$ cat config.mk
export PLATFORM = sky130hd
export DESIGN_NAME = s2_pipe
export DESIGN_NICKNAME = d
export VERILOG_FILES = /design/src/rtl/s2_pipe.sv
export SDC_FILE = /design/constraint.sdc
export NUM_CORES = 1
export LEC_CHECK = 0
export CORE_ASPECT_RATIO = 1.5
export CORE_MARGIN = 1
export CORE_UTILIZATION = 40
export CTS_CLUSTER_SIZE = 28
export DETAILED_ROUTE_END_ITERATION = 16
export PLACE_DENSITY = 0.83
export RECOVER_POWER = 50
export SYNTH_ARGS = -nofsm -noshare
export SYNTH_HDL_FRONTEND = slang
export SYNTH_SLANG_ARGS = --single-unit
export TNS_END_PERCENT = 5
$ cat constraint.sdc
create_clock -name clk -period 2.45 [get_ports clk]
set_clock_uncertainty 0.15 [all_clocks]
set_input_delay 0.245 -clock clk [delete_from_list [all_inputs] [get_ports clk]]
set_output_delay 0.245 -clock clk [all_outputs]
set_load 0.05 [all_outputs]
$ cat src/rtl/s2_pipe.sv
// s2_pipe - four-way registered select feeding a DEPTH-stage elastic pipeline.
//
// The selected word RM = D[{S1,S0}] with S1 = A1|B1 and S0 = A0&B0 is
// accepted on in_valid & in_ready and travels through DEPTH valid/data
// stages. Empty stages always accept, so bubbles collapse even while the
// consumer stalls. in_ready is combinational from out_ready through the
// valid chain (no skid buffer).
//
// Ports:
//   clk        rising-edge clock
//   clr_n      asynchronous active-low reset (clears valids, data, occ)
//   sclr       synchronous flush, same clear as reset, wins over input
//   D0..D3     N-bit data inputs
//   A1,B1      S1 = A1|B1
//   A0,B0      S0 = A0&B0
//   in_valid   upstream word valid
//   in_ready   stage 0 can accept this cycle
//   out_data   last-stage data
//   out_valid  last stage holds valid data
//   out_ready  consumer accepts this cycle
//   occ        registered count of valid stages, 0..DEPTH
module s2_pipe #(
  parameter  int N     = 8,
  parameter  int DEPTH = 2,
  localparam int OW    = $clog2(DEPTH + 1)
) (
  input  logic          clk,
  input  logic          clr_n,
  input  logic          sclr,
  input  logic [N-1:0]  D0,
  input  logic [N-1:0]  D1,
  input  logic [N-1:0]  D2,
  input  logic [N-1:0]  D3,
  input  logic          A1,
  input  logic          B1,
  input  logic          A0,
  input  logic          B0,
  input  logic          in_valid,
  output logic          in_ready,
  output logic [N-1:0]  out_data,
  output logic          out_valid,
  input  logic          out_ready,
  output logic [OW-1:0] occ
);

  logic [1:0]       w_sel;
  logic [N-1:0]     w_rm;
  logic [DEPTH-1:0] r_v;
  logic [N-1:0]     r_d [DEPTH];
  logic [OW-1:0]    r_occ;

  logic [DEPTH-1:0] w_adv;
  logic [DEPTH-1:0] w_v_in;
  logic [N-1:0]     w_d_in [DEPTH];
  logic [DEPTH-1:0] w_v_nxt;
  logic [OW-1:0]    w_cnt_nxt;

  assign w_sel = {A1 | B1, A0 & B0};

  // All four codes decode to a data input, so the mux is fully defined.
  always_comb begin
    w_rm = D0;
    case (w_sel)
      2'b00:   w_rm = D0;
      2'b01:   w_rm = D1;
      2'b10:   w_rm = D2;
      default: w_rm = D3;
    endcase
  end

  // Advance chain, evaluated from the output back towards stage 0: a stage
  // may load if it is empty or if the stage after it is moving.
  always_comb begin
    logic acc;
    w_adv = '0;
    acc   = !r_v[DEPTH-1] | out_ready;
    w_adv[DEPTH-1] = acc;
    for (int k = DEPTH - 2; k >= 0; k--) begin
      acc      = !r_v[k] | acc;
      w_adv[k] = acc;
    end
  end

  // Incoming valid/data for each stage.
  always_comb begin
    w_v_in    = '0;
    w_v_in[0] = in_valid;
    w_d_in[0] = w_rm;
    for (int k = 1; k < DEPTH; k++) begin
      w_v_in[k] = r_v[k-1];
      w_d_in[k] = r_d[k-1];
    end
  end

  always_comb begin
    w_v_nxt = '0;
    for (int k = 0; k < DEPTH; k++) begin
      w_v_nxt[k] = w_adv[k] ? w_v_in[k] : r_v[k];
    end
  end

  // occ tracks the valid bits that will be present after this edge, so the
  // registered count always agrees with the registered valid chain.
  always_comb begin
    w_cnt_nxt = '0;
    for (int k = 0; k < DEPTH; k++) begin
      w_cnt_nxt = w_cnt_nxt + OW'(w_v_nxt[k]);
    end
  end

  always_ff @(posedge clk or negedge clr_n) begin
    if (!clr_n) begin
      r_v   <= '0;
      r_occ <= '0;
      for (int k = 0; k < DEPTH; k++) begin
        r_d[k] <= '0;
      end
    end else if (sclr) begin
      r_v   <= '0;
      r_occ <= '0;
      for (int k = 0; k < DEPTH; k++) begin
        r_d[k] <= '0;
      end
    end else begin
      r_occ <= w_cnt_nxt;
      for (int k = 0; k < DEPTH; k++) begin
        if (w_adv[k]) begin
          r_v[k] <= w_v_in[k];
          // A bubble only clears the valid bit; data keeps its last value.
          if (w_v_in[k]) begin
            r_d[k] <= w_d_in[k];
          end
        end
      end
    end
  end

  assign in_ready  = w_adv[0];
  assign out_valid = r_v[DEPTH-1];
  assign out_data  = r_d[DEPTH-1];
  assign occ       = r_occ;

endmodule

[Word level (Yosys, flattened, before mapping)]
Index checks and enable logic that the tools add are counted.
W data, S select, Z words.
Cells by class
  reduce and logical (&&, ||, !) cells: 9
  add/sub/neg operators: 1
  div/mod/pow operators: 0
  shift operators: 0
  bitwise gates (word level): 4
  $mul: 0
  mux-type cells: 10
  equal/unequal tests: 2
  order comparisons: 0
Operators with widths (number)
  $mux W8: 4
  $pmux W8 S3: 1
  $mux W16: 1
  $reduce_bool A2 Y1: 4
  $mux W2: 2
  $reduce_and A2 Y1: 2
  $or A1 B1 Y1: 3
  $add A1 B1 Y2: 1
  $eq A2 B1 Y1 const B: 1
  $eq A2 B2 Y1 const B: 1
  $logic_not A1 Y1: 2
  $logic_not A2 Y1: 1
  $mux W1: 2
  $and A1 B1 Y1: 1
Storage, ports and cells
  memory bits (writable): 0
  memories: 0
  register bits after elaboration: 20
  ROM bits: 0
  input port bits: 41
  output and inout bits: 12
  word-level logic and storage cells: 30
  latch bits: 0

[Depth between registers and ports, before layout]
Gate-level depths: netlist of run 1.
  depth in word-level cells: 6
  mapped depth: 5
  mapped depth without buffers: 4

[Worst setup path before layout of run 1]
OpenSTA, ideal clock, no wires.
  path type: register -> register
  start: register r_v[1]
  end: register r_d[14] in the netlist's numbering
  setup slack: 0.446 ns
  stages on the path, launching flop included: 5
  setup time: 0.121 ns
  arrival time: 1.733 ns
  required time: 2.179 ns
  path buffers: 1
  clock period less this slack: 2.004 ns
  path through: dfrtp_1 > nand3b_2 > and3b_1 > clkbuf_1 > a22o_1
On the way
  word-level cells in the longest chain between the ends: 5
RTL lines
  start: declaration: line 48  | logic [DEPTH-1:0] r_v;
  start signal: indexed assignment: line 128  | r_v[k] <= w_v_in[k];
  $logic_not A1 Y1: line 76  | acc = !r_v[DEPTH-1] | out_ready;
  $or A1 B1 Y1: line 76
  $or A1 B1 Y1: line 79  | acc = !r_v[k] | acc;
  via in_ready: line 39  | output logic in_ready,
  $reduce_bool A2 Y1 (no line)
  $reduce_and A2 Y1 (no line)
  end signal: indexed assignment: line 131  | r_d[k] <= w_d_in[k];
  end: declaration: line 49  | logic [N-1:0] r_d [DEPTH];
The timed path passes the listed nets, and every way through them passes these cells.
A chain may end at the register's enable or synchronous reset.

[Final worst setup path of run 1]
  start: register r_v[1]
  end: output out_valid
RTL lines
  end: declaration: line 41  | output logic out_valid,
No word-level cell between the ends.

==> reports/qor.yml, run 1 <==
setup_path:
  path_class: "reg2out"
  worstRegToRegCells: 4
  worstSetupStartpointType: "flip-flop"
  cp_slowest_stage_delay_ns: 0.82
  crit_family: "buffers and inverters"
  critical_path.cell_chain: "clkdlybuf4s50_1"
  r2r_setup_slack_ns: 0.91
  worstSetupEndpointType: "output pin"
  path_buf_inv: 1
  slowest_stage: "clkdlybuf4s50_1"
  r2r_start: "r_v[0]$_DFF_PN0_"
  worstPathArrival_ns: 1.54
  reg2reg_to: "occ[0]$_DFF_PN0_"
  worstPathRequired_ns: 2.06
  critPathMaxFanout: 4
timing:
  timing.fmax_ghz: 0.518
  slew_headroom_pct: 42.8
  period_share_pct: 78.8
  worst_slew_pin_slew_ns: 0.854
  slew_viol_final: 0
  hold_viol_final: 0
  rsz0062_at_grt: "false"
  fin_tns_setup_ns: 0
  period_needed_ns: 1.93
  setup_viol_count_final: 0
detailed_routing:
  first_pass_iters: 6
  drc: 0
  avgViaCountPerCell: 5.54
  vias: 858
  drtAntennaViolNets: 0
  drt_wl_total_mm: 2.03
  drt-initial-drc-count: 10
  avgRoutedWirePerCell_um: 13.1
global_route:
  overflow: 0
  grt_pass1_wl_mm: 3.57
  grt_pass1_vias: 858
  grt_usage_pct: 16.5
  grt_max_degree: 21
  antenna_found_initial: 0
floorplanning:
  die_w_um: 44.1
  dieArea_um2: 2870
  ios: 53
  initial_core_util_pct: 42.9
  die_h_um: 65.1
  rows: 22
  core_um2: 2480
placement:
  io_buffers: 52
  gp_congestion: 0.758
  dpl_cell_area_um2: 1530
logic_synthesis:
  synth_edf_count: 0
  synth_warnings: 0
  synth_cells: 88
  synth_area_um2: 1060
  synthesis.nets: 130
  seq_area_frac_synth_pct: 47.1
  ys_types: 19
  synthArstFlopShare_pct: 100
  ys_ff_latch: 20
  syn_area_per_cell_um2: 12.1
  synth_ff_type: "dfrtp_1"
status:
  outcome: "completed"
finish:
  nets: 174
  final_area_um2: 1560
  diodes: 0
  fillCellCount: 201
  fin_util_pct: 63.1
  drive_gt1_share_pct: 12.2
  synthToLayoutAreaGrowth_pct: 47.2
cts:
  htree_num_levels: 1
  cts_root_buf: "clkbuf_4"
  hold_buffers: 0
  numClockSinks: 20
  ctsResizeCount: 0
  clk_latency_ns: 0.29
  cts_inserted_buffers: 3
  cts_buffer_depth: 2
  cts_tree: "done"
  clk_transition_reported_paths_ns: 0.11
  cts_setup_buffers: 0
power_and_ir_drop:
  ir_worst_vdd_mv: 0.223
  p_per_area_nw_per_um2: 459
  power_leakage_nw: 0.635
flow_run:
  drv_cap: 0
min_path:
  hold_class: "in2async"
==> registers in the layout, summed over array words and instances (netlist names) <==
register and cells:
r_v 2, out_data 8, r_d 8, occ 2
==> kinds of logic after synthesis <==
group / count (synthesis) / share of synthesized area, %
AOI/OAI and AO/OA: 26 / 15.4
muxes: 8 / 17.0
DFF: 20 / 47.1
buffers and inverters: 14 / 8.13
adders and majority gates: 1 / 1.18
and+or+nand+nor: 19 / 11.2
==> metrics by stage <==
stage	worst slack, ns	cells	total power, mW	hold WS (ns)
2_1_floorplan	0.446	88	0.451	-0.201
3_3_place_gp	0.411	151	0.534	0.341
3_5_place_dp	0.368	151	0.538	0.347
4_1_cts	0.502	155	0.724	0.292
5_1_grt	0.471	155	0.751	0.379
6_report	0.518	155	0.717	0.342
==> area by class of cell <==
| cell class | instances | area (um^2) | share of cell area (%) |
|---|---|---|---|
| repair buffers | 52 | 518 | 33.1 |
| clock buffers | 4 | 36.3 | 2.32 |
| multi-input cells | 54 | 475 | 30.4 |
| flip-flops and latches | 20 | 500 | 32.0 |
| well taps | 24 | 30.0 | 1.92 |
| inverters | 1 | 3.75 | 0.240 |
==> cell usage in the layout (no fill, tap or decap), drive strengths merged, types with 2 or more instances in the layout <==
master and n:
a22o 8, dfrtp 20, o21ai 8, nor2b 4, clkdlybuf4s50 50, mux4 8
nand2b 2, nand3 8, a21oi 10, clkbuf 4
==> how the worst max path moves through the flow <==
stage	start	end	slack, ns	cells past startpoint
final	r_v[1]$_DFF_PN0_	out_valid	0.52	1
after floorplan	r_v[1]$_DFF_PN0_	r_d[14]$_DFFE_PN0P_	0.45	4
after CTS	r_v[1]$_DFF_PN0_	out_valid	0.50	1
after global placement	B1	r_d[14]$_DFFE_PN0P_	0.41	4
after detailed placement	B1	r_d[14]$_DFFE_PN0P_	0.37	4
after global routing	r_v[1]$_DFF_PN0_	out_valid	0.47	1
==> metal layers <==
layer	wire, um	vias to the layer above	part of all wire (%)	global-route usage [%]
li1	-	411	-	-
met1	752	392	37	18.6
met2	1100	53	54	29.0
met3	149	2	7.3	2.20
met4	27	0	1.3	9.09
met5	0	-	0	0
==> cell usage after synthesis, types with 2 or more instances <==
library cell / number / area (um^2)
buf_4: 9 / 67.6
nand2b_1: 2 / 12.5
o21ai_0: 8 / 40.0
a21oi_1: 9 / 45.0
mux4_2: 8 / 180
nand3_1: 8 / 40.0
clkbuf_1: 3 / 11.3
a22o_1: 8 / 70.1
nor2b_1: 4 / 25.0
dfrtp_1: 20 / 500
==> power breakdown <==
part / internal [mW] / leakage, nW / switching [mW] / total, mW
clock network: 0.0905 / 0.0210 / 0.0967 / 0.187
registers: 0.347 / 0.270 / 0.0111 / 0.358
logic: 0.102 / 0.344 / 0.0701 / 0.172
Note: power is estimated with default switching activity, not from simulation.
==> run 2, diff against run 1 <==
- CORE_UTILIZATION: 40 -> 36
- PLACE_DENSITY: 0.83 -> 0.79
- clock period: 2.45 -> 1.7 ns (I/O delays scaled with it)
==> run 2 against run 1 <==
Via count is 2.7% higher. Core utilization is 2.4 points lower. Cell area is 6.1% higher. Die area is 11% higher. Clock power grew to 2.5 times the previous value. Flip-flop and latch count stayed put.
==> reports/qor.yml, run 2 (synthesis gave the netlist of run 1 again) <==
placement:
  io_buffers: 52
  dp_cells: 173
  dpl_cell_area_um2: 1610
  post-dp-hpwl_mm: 1.88
  dp_slack_ns: -0.218
  gp_congestion: 0.712
cts:
  hold_buffers: 0
  clk_transition_reported_paths_ns: 0.07
  clk_latency_ns: 0.25
  ctsResizeCount: 0
  cts_buffer_depth: 2
  cts_tree: "done"
  cts_setup_buffers: 0
  cts_inserted_buffers: 3
  htree_num_levels: 1
  cts_root_buf: "clkbuf_8"
  numClockSinks: 20
flow_run:
  drv_cap: 0
timing:
  whs_ns: 0.359
  hold_viol_final: 0
  period_share_pct: 96.3
  slew_viol_final: 0
  fin_ws_ns: 0.0636
  setup_viol_count_final: 0
  rsz0062_at_grt: "false"
  period_needed_ns: 1.64
  fin_tns_setup_ns: 0
  worst_slew_pin_slew_ns: 1.00
  slew_headroom_pct: 33.1
  timing.fmax_ghz: 0.611
detailed_routing:
  drtAntennaViolNets: 0
  drt-initial-drc-count: 16
  drc: 0
  avgRoutedWirePerCell_um: 12.3
  vias: 881
  first_pass_iters: 4
  avgViaCountPerCell: 4.98
  drt_wl_total_mm: 2.17
min_path:
  hold_class: "reg2reg"
  holdPathStages: 1
  hold_end: "r_d[10]$_DFFE_PN0P_"
  holdCritStartpoint: "r_d[10]$_DFFE_PN0P_"
finish:
  final_common_cell: "clkdlybuf4s50_1"
  final_cell_mix: "38 x clkdlybuf4s50_1, 19 x dfrtp_1, 15 x buf_4, 9 x a21oi_1"
  nets: 183
  drive_gt1_share_pct: 22.9
  diodes: 0
  final_area_um2: 1660
  final_cells: 177
  synthToLayoutAreaGrowth_pct: 56.2
  fillCellCount: 222
setup_path:
  reg2reg_to: "r_d[14]$_DFFE_PN0P_"
  r2r_setup_slack_ns: 0.38
  path_class: "in2reg"
  worstPathArrival_ns: 1.63
  worstRegToRegCells: 3
  worstPathRequired_ns: 1.70
  r2r_start: "r_v[0]$_DFF_PN0_"
  worstSetupStartpointType: "input pin"
  worstSetupEndpointType: "flip-flop"
  critPathMaxFanout: 4
floorplanning:
  initial_core_util_pct: 38.9
  core_um2: 2730
  dieArea_um2: 3180
  ios: 53
  die_w_um: 46.4
  rows: 23
  die_h_um: 68.5
power_and_ir_drop:
  ir_worst_vdd_mv: 0.517
  power_leakage_nw: 0.718
  p_per_area_nw_per_um2: 749
global_route:
  antenna_found_initial: 0
  grt_usage_pct: 16.6
  grt_pass1_vias: 936
  grt_pass1_wl_mm: 3.73
  overflow: 0
  grt_max_degree: 21
status:
  outcome: "completed"
==> run 2: worst max path at each step <==
stage | startpoint | endpoint | cells after the start
2_1_floorplan | r_v[1]$_DFF_PN0_ | r_d[14]$_DFFE_PN0P_ | 4
3_3_place_gp | B1 | r_d[15]$_DFFE_PN0P_ | 5
3_5_place_dp | B1 | r_d[15]$_DFFE_PN0P_ | 5
4_1_cts | B1 | r_d[15]$_DFFE_PN0P_ | 5
5_1_grt | clr_n | r_v[1]$_DFF_PN0_ | 2
6_report | B1 | r_d[15]$_DFFE_PN0P_ | 5
==> run 2: critical path: stages <==
cell,delay (ns)
clkdlybuf4s50_1,0.44
nor2_4,0.17
buf_4,0.16
mux4_2,0.50
a22o_1,0.19
==> run 2: area by class of cell <==
| class | count | area, um^2 | area share, % |
|---|---|---|---|
| timing repair buffer | 61 | 552 | 33.3 |
| tap | 37 | 46.3 | 2.79 |
| multi-input combinational | 54 | 484 | 29.2 |
| clock buffer | 3 | 41.3 | 2.49 |
| sequential | 20 | 502 | 30.2 |
| clock inverter | 1 | 30.0 | 1.81 |
| inverter | 1 | 3.75 | 0.226 |
==> run 2: power breakdown <==
part	switching (mW)	internal (mW)	leakage (nW)
Clock	0.154	0.314	0.0357
Combinational	0.107	0.153	0.413
Sequential	0.0150	0.500	0.269
==> run 2: stage by stage <==
step	util (%)	total power, mW
finish	60.7	1.24
global route	60.7	1.29
CTS	61.4	1.26
detailed placement	58.8	0.794
global placement	58.8	0.787
floorplan	-	0.652
==> run 2: per-layer routing <==
metal | part of all wire, % | track usage [%] | up-vias
met5 | 0 | 0 | -
met4 | 2.3 | 8.82 | 0
met3 | 6.6 | 1.82 | 4
met2 | 56 | 32.3 | 54
met1 | 35 | 15.9 | 398
li1 | - | - | 425
==> run 3, diff against run 2 <==
- CAP_MARGIN: default -> 20
- HOLD_SLACK_MARGIN: default -> 0.12
==> run 3 against run 2 <==
Count of clock-buffer cells in the layout unchanged. Sequential share of layout area increased by 0.21 points. Flip-flop and latch count unchanged. Non-clock buffer count increased by 1. Final cell count increased by 0.56%. Combinational power about the same. Register-to-register slack about the same. Clock power about the same. Global-route usage increased by 0.11 points. Worst setup slack got worse by 0.0010 ns.
==> reports/qor.yml, run 3 (synthesis gave the netlist of run 1 again) <==
floorplanning:
  die_h_um: 68.5
  rows: 23
  core_um2: 2730
  ios: 53
  initial_core_util_pct: 38.9
  dieArea_um2: 3180
  die_w_um: 46.4
global_route:
  use_met2_pct: 32.6
  grt_pass1_wl_mm: 3.76
  grt_usage_pct: 16.7
  overflow: 0
  grt.met3_usage_pct: 1.82
  top_usage_layer: "met2"
  grt_max_degree: 21
  grtUsageMet1_pct: 15.9
  grt_pass1_vias: 948
  antenna_found_initial: 0
cts:
  cts_root_buf: "clkbuf_8"
  cts_setup_buffers: 0
  ctsResizeCount: 0
  cts_buffer_depth: 2
  clk_transition_reported_paths_ns: 0.07
  clk_latency_ns: 0.26
  cts_tree: "done"
  numClockSinks: 20
  cts_inserted_buffers: 3
  htree_num_levels: 1
  hold_buffers: 1
finish:
  fin_util_pct: 60.3
  drive_gt1_share_pct: 19.1
  final_cell_mix: "38 x clkdlybuf4s50_1, 19 x dfrtp_1, 10 x clkbuf_1, 9 x a21oi_1, 9 x buf_4"
  synthToLayoutAreaGrowth_pct: 55.1
  nets: 184
  diodes: 0
  final_common_cell: "clkdlybuf4s50_1"
power_and_ir_drop:
  p_per_area_nw_per_um2: 755
  power_mw: 1.24
  ir_worst_vdd_mv: 0.516
  power_leakage_nw: 0.699
detailed_routing:
  vias: 884
  drt-initial-drc-count: 20
  drtAntennaViolNets: 0
  first_pass_iters: 4
  avgViaCountPerCell: 4.97
  drc: 0
  avgRoutedWirePerCell_um: 12.3
  drt_wl_total_mm: 2.19
timing:
  setup_viol_count_final: 0
  worst_slew_pin_slew_ns: 0.606
  period_needed_ns: 1.64
  slew_viol_final: 0
  rsz0062_at_grt: "false"
  hold_viol_final: 0
  slew_headroom_pct: 59.8
  period_share_pct: 96.3
  timing.fmax_ghz: 0.611
placement:
  io_buffers: 52
  gp_congestion: 0.712
  post-dp-hpwl_mm: 1.88
setup_path:
  worstPathRequired_ns: 1.70
  critPathMaxFanout: 4
  worstSetupStartpointType: "input pin"
  worstPathArrival_ns: 1.64
  worstSetupEndpointType: "flip-flop"
  path_class: "in2reg"
status:
  outcome: "completed"
flow_run:
  drv_cap: 0
min_path:
  hold_class: "reg2reg"
-- run 3: changes by cell type in the layout (fill, tap and decap cells not counted), sizes merged --
cell,before,now
buf,16,10
clkbuf,8,14
dlygate4sd3,2,3
-- run 3: worst max-delay path: stages --
cell and delay [ns]:
clkdlybuf4s50_1 0.44, nor2_4 0.17, buf_4 0.16, mux4_2 0.50, a22o_1 0.19
-- run 3: final timing paths --
check / start / endpoint / slack (ns) / cells after the start
setup / recovery: B1 / r_d[15]$_DFFE_PN0P_ / 0.06 / 5
hold / removal: r_d[10]$_DFFE_PN0P_ / r_d[10]$_DFFE_PN0P_ / 0.36 / 1
setup reg to reg: r_v[0]$_DFF_PN0_ / r_d[14]$_DFFE_PN0P_ / 0.38 / 3
hold reg to reg: r_d[10]$_DFFE_PN0P_ / r_d[10]$_DFFE_PN0P_ / 0.36 / 1
max in group asynchronous: clr_n / r_v[1]$_DFF_PN0_ / 0.28 / 3
min in group asynchronous: clr_n / r_d[15]$_DFFE_PN0P_ / 0.78 / 3
-- run 3: layout make-up --
cell class	count	area (um^2)
fill	226	1090
timing repair buffer	62	541
sequential	20	502
multi-input combinational	54	484
tap	37	46.3
clock buffer	3	41.3
clock inverter	1	30.0
inverter	1	3.75
-- run 3: layer usage --
| metal | part of all wire (%) | up-vias | routed length, um |
|---|---|---|---|
| li1 | - | 427 | - |
| met1 | 35 | 399 | 757 |
| met2 | 56 | 54 | 1220 |
| met3 | 7.1 | 4 | 156 |
| met4 | 2.3 | 0 | 51 |
| met5 | 0 | - | 0 |
-- run 3: report_power, final --
part	internal, mW	switching (mW)
Combinational	0.152	0.107
Sequential	0.500	0.0149
Clock	0.314	0.155
-- run 3: through the flow --
stage | setup WS [ns] | hold slack, ns | std cells | setup TNS, ns | area [um^2]
6_report | 0.0626 | 0.358 | 178 | 0 | 1650
5_1_grt | 0.0377 | 0.395 | 178 | 0 | 1650
4_1_cts | 0.0601 | 0.365 | 178 | 0 | 1690
3_5_place_dp | -0.218 | 0.348 | 173 | -1.48 | 1610
3_3_place_gp | -0.164 | 0.334 | 173 | -1.19 | 1610
2_1_floorplan | 0.0394 | -0.276 | 88 | 0 | 1070
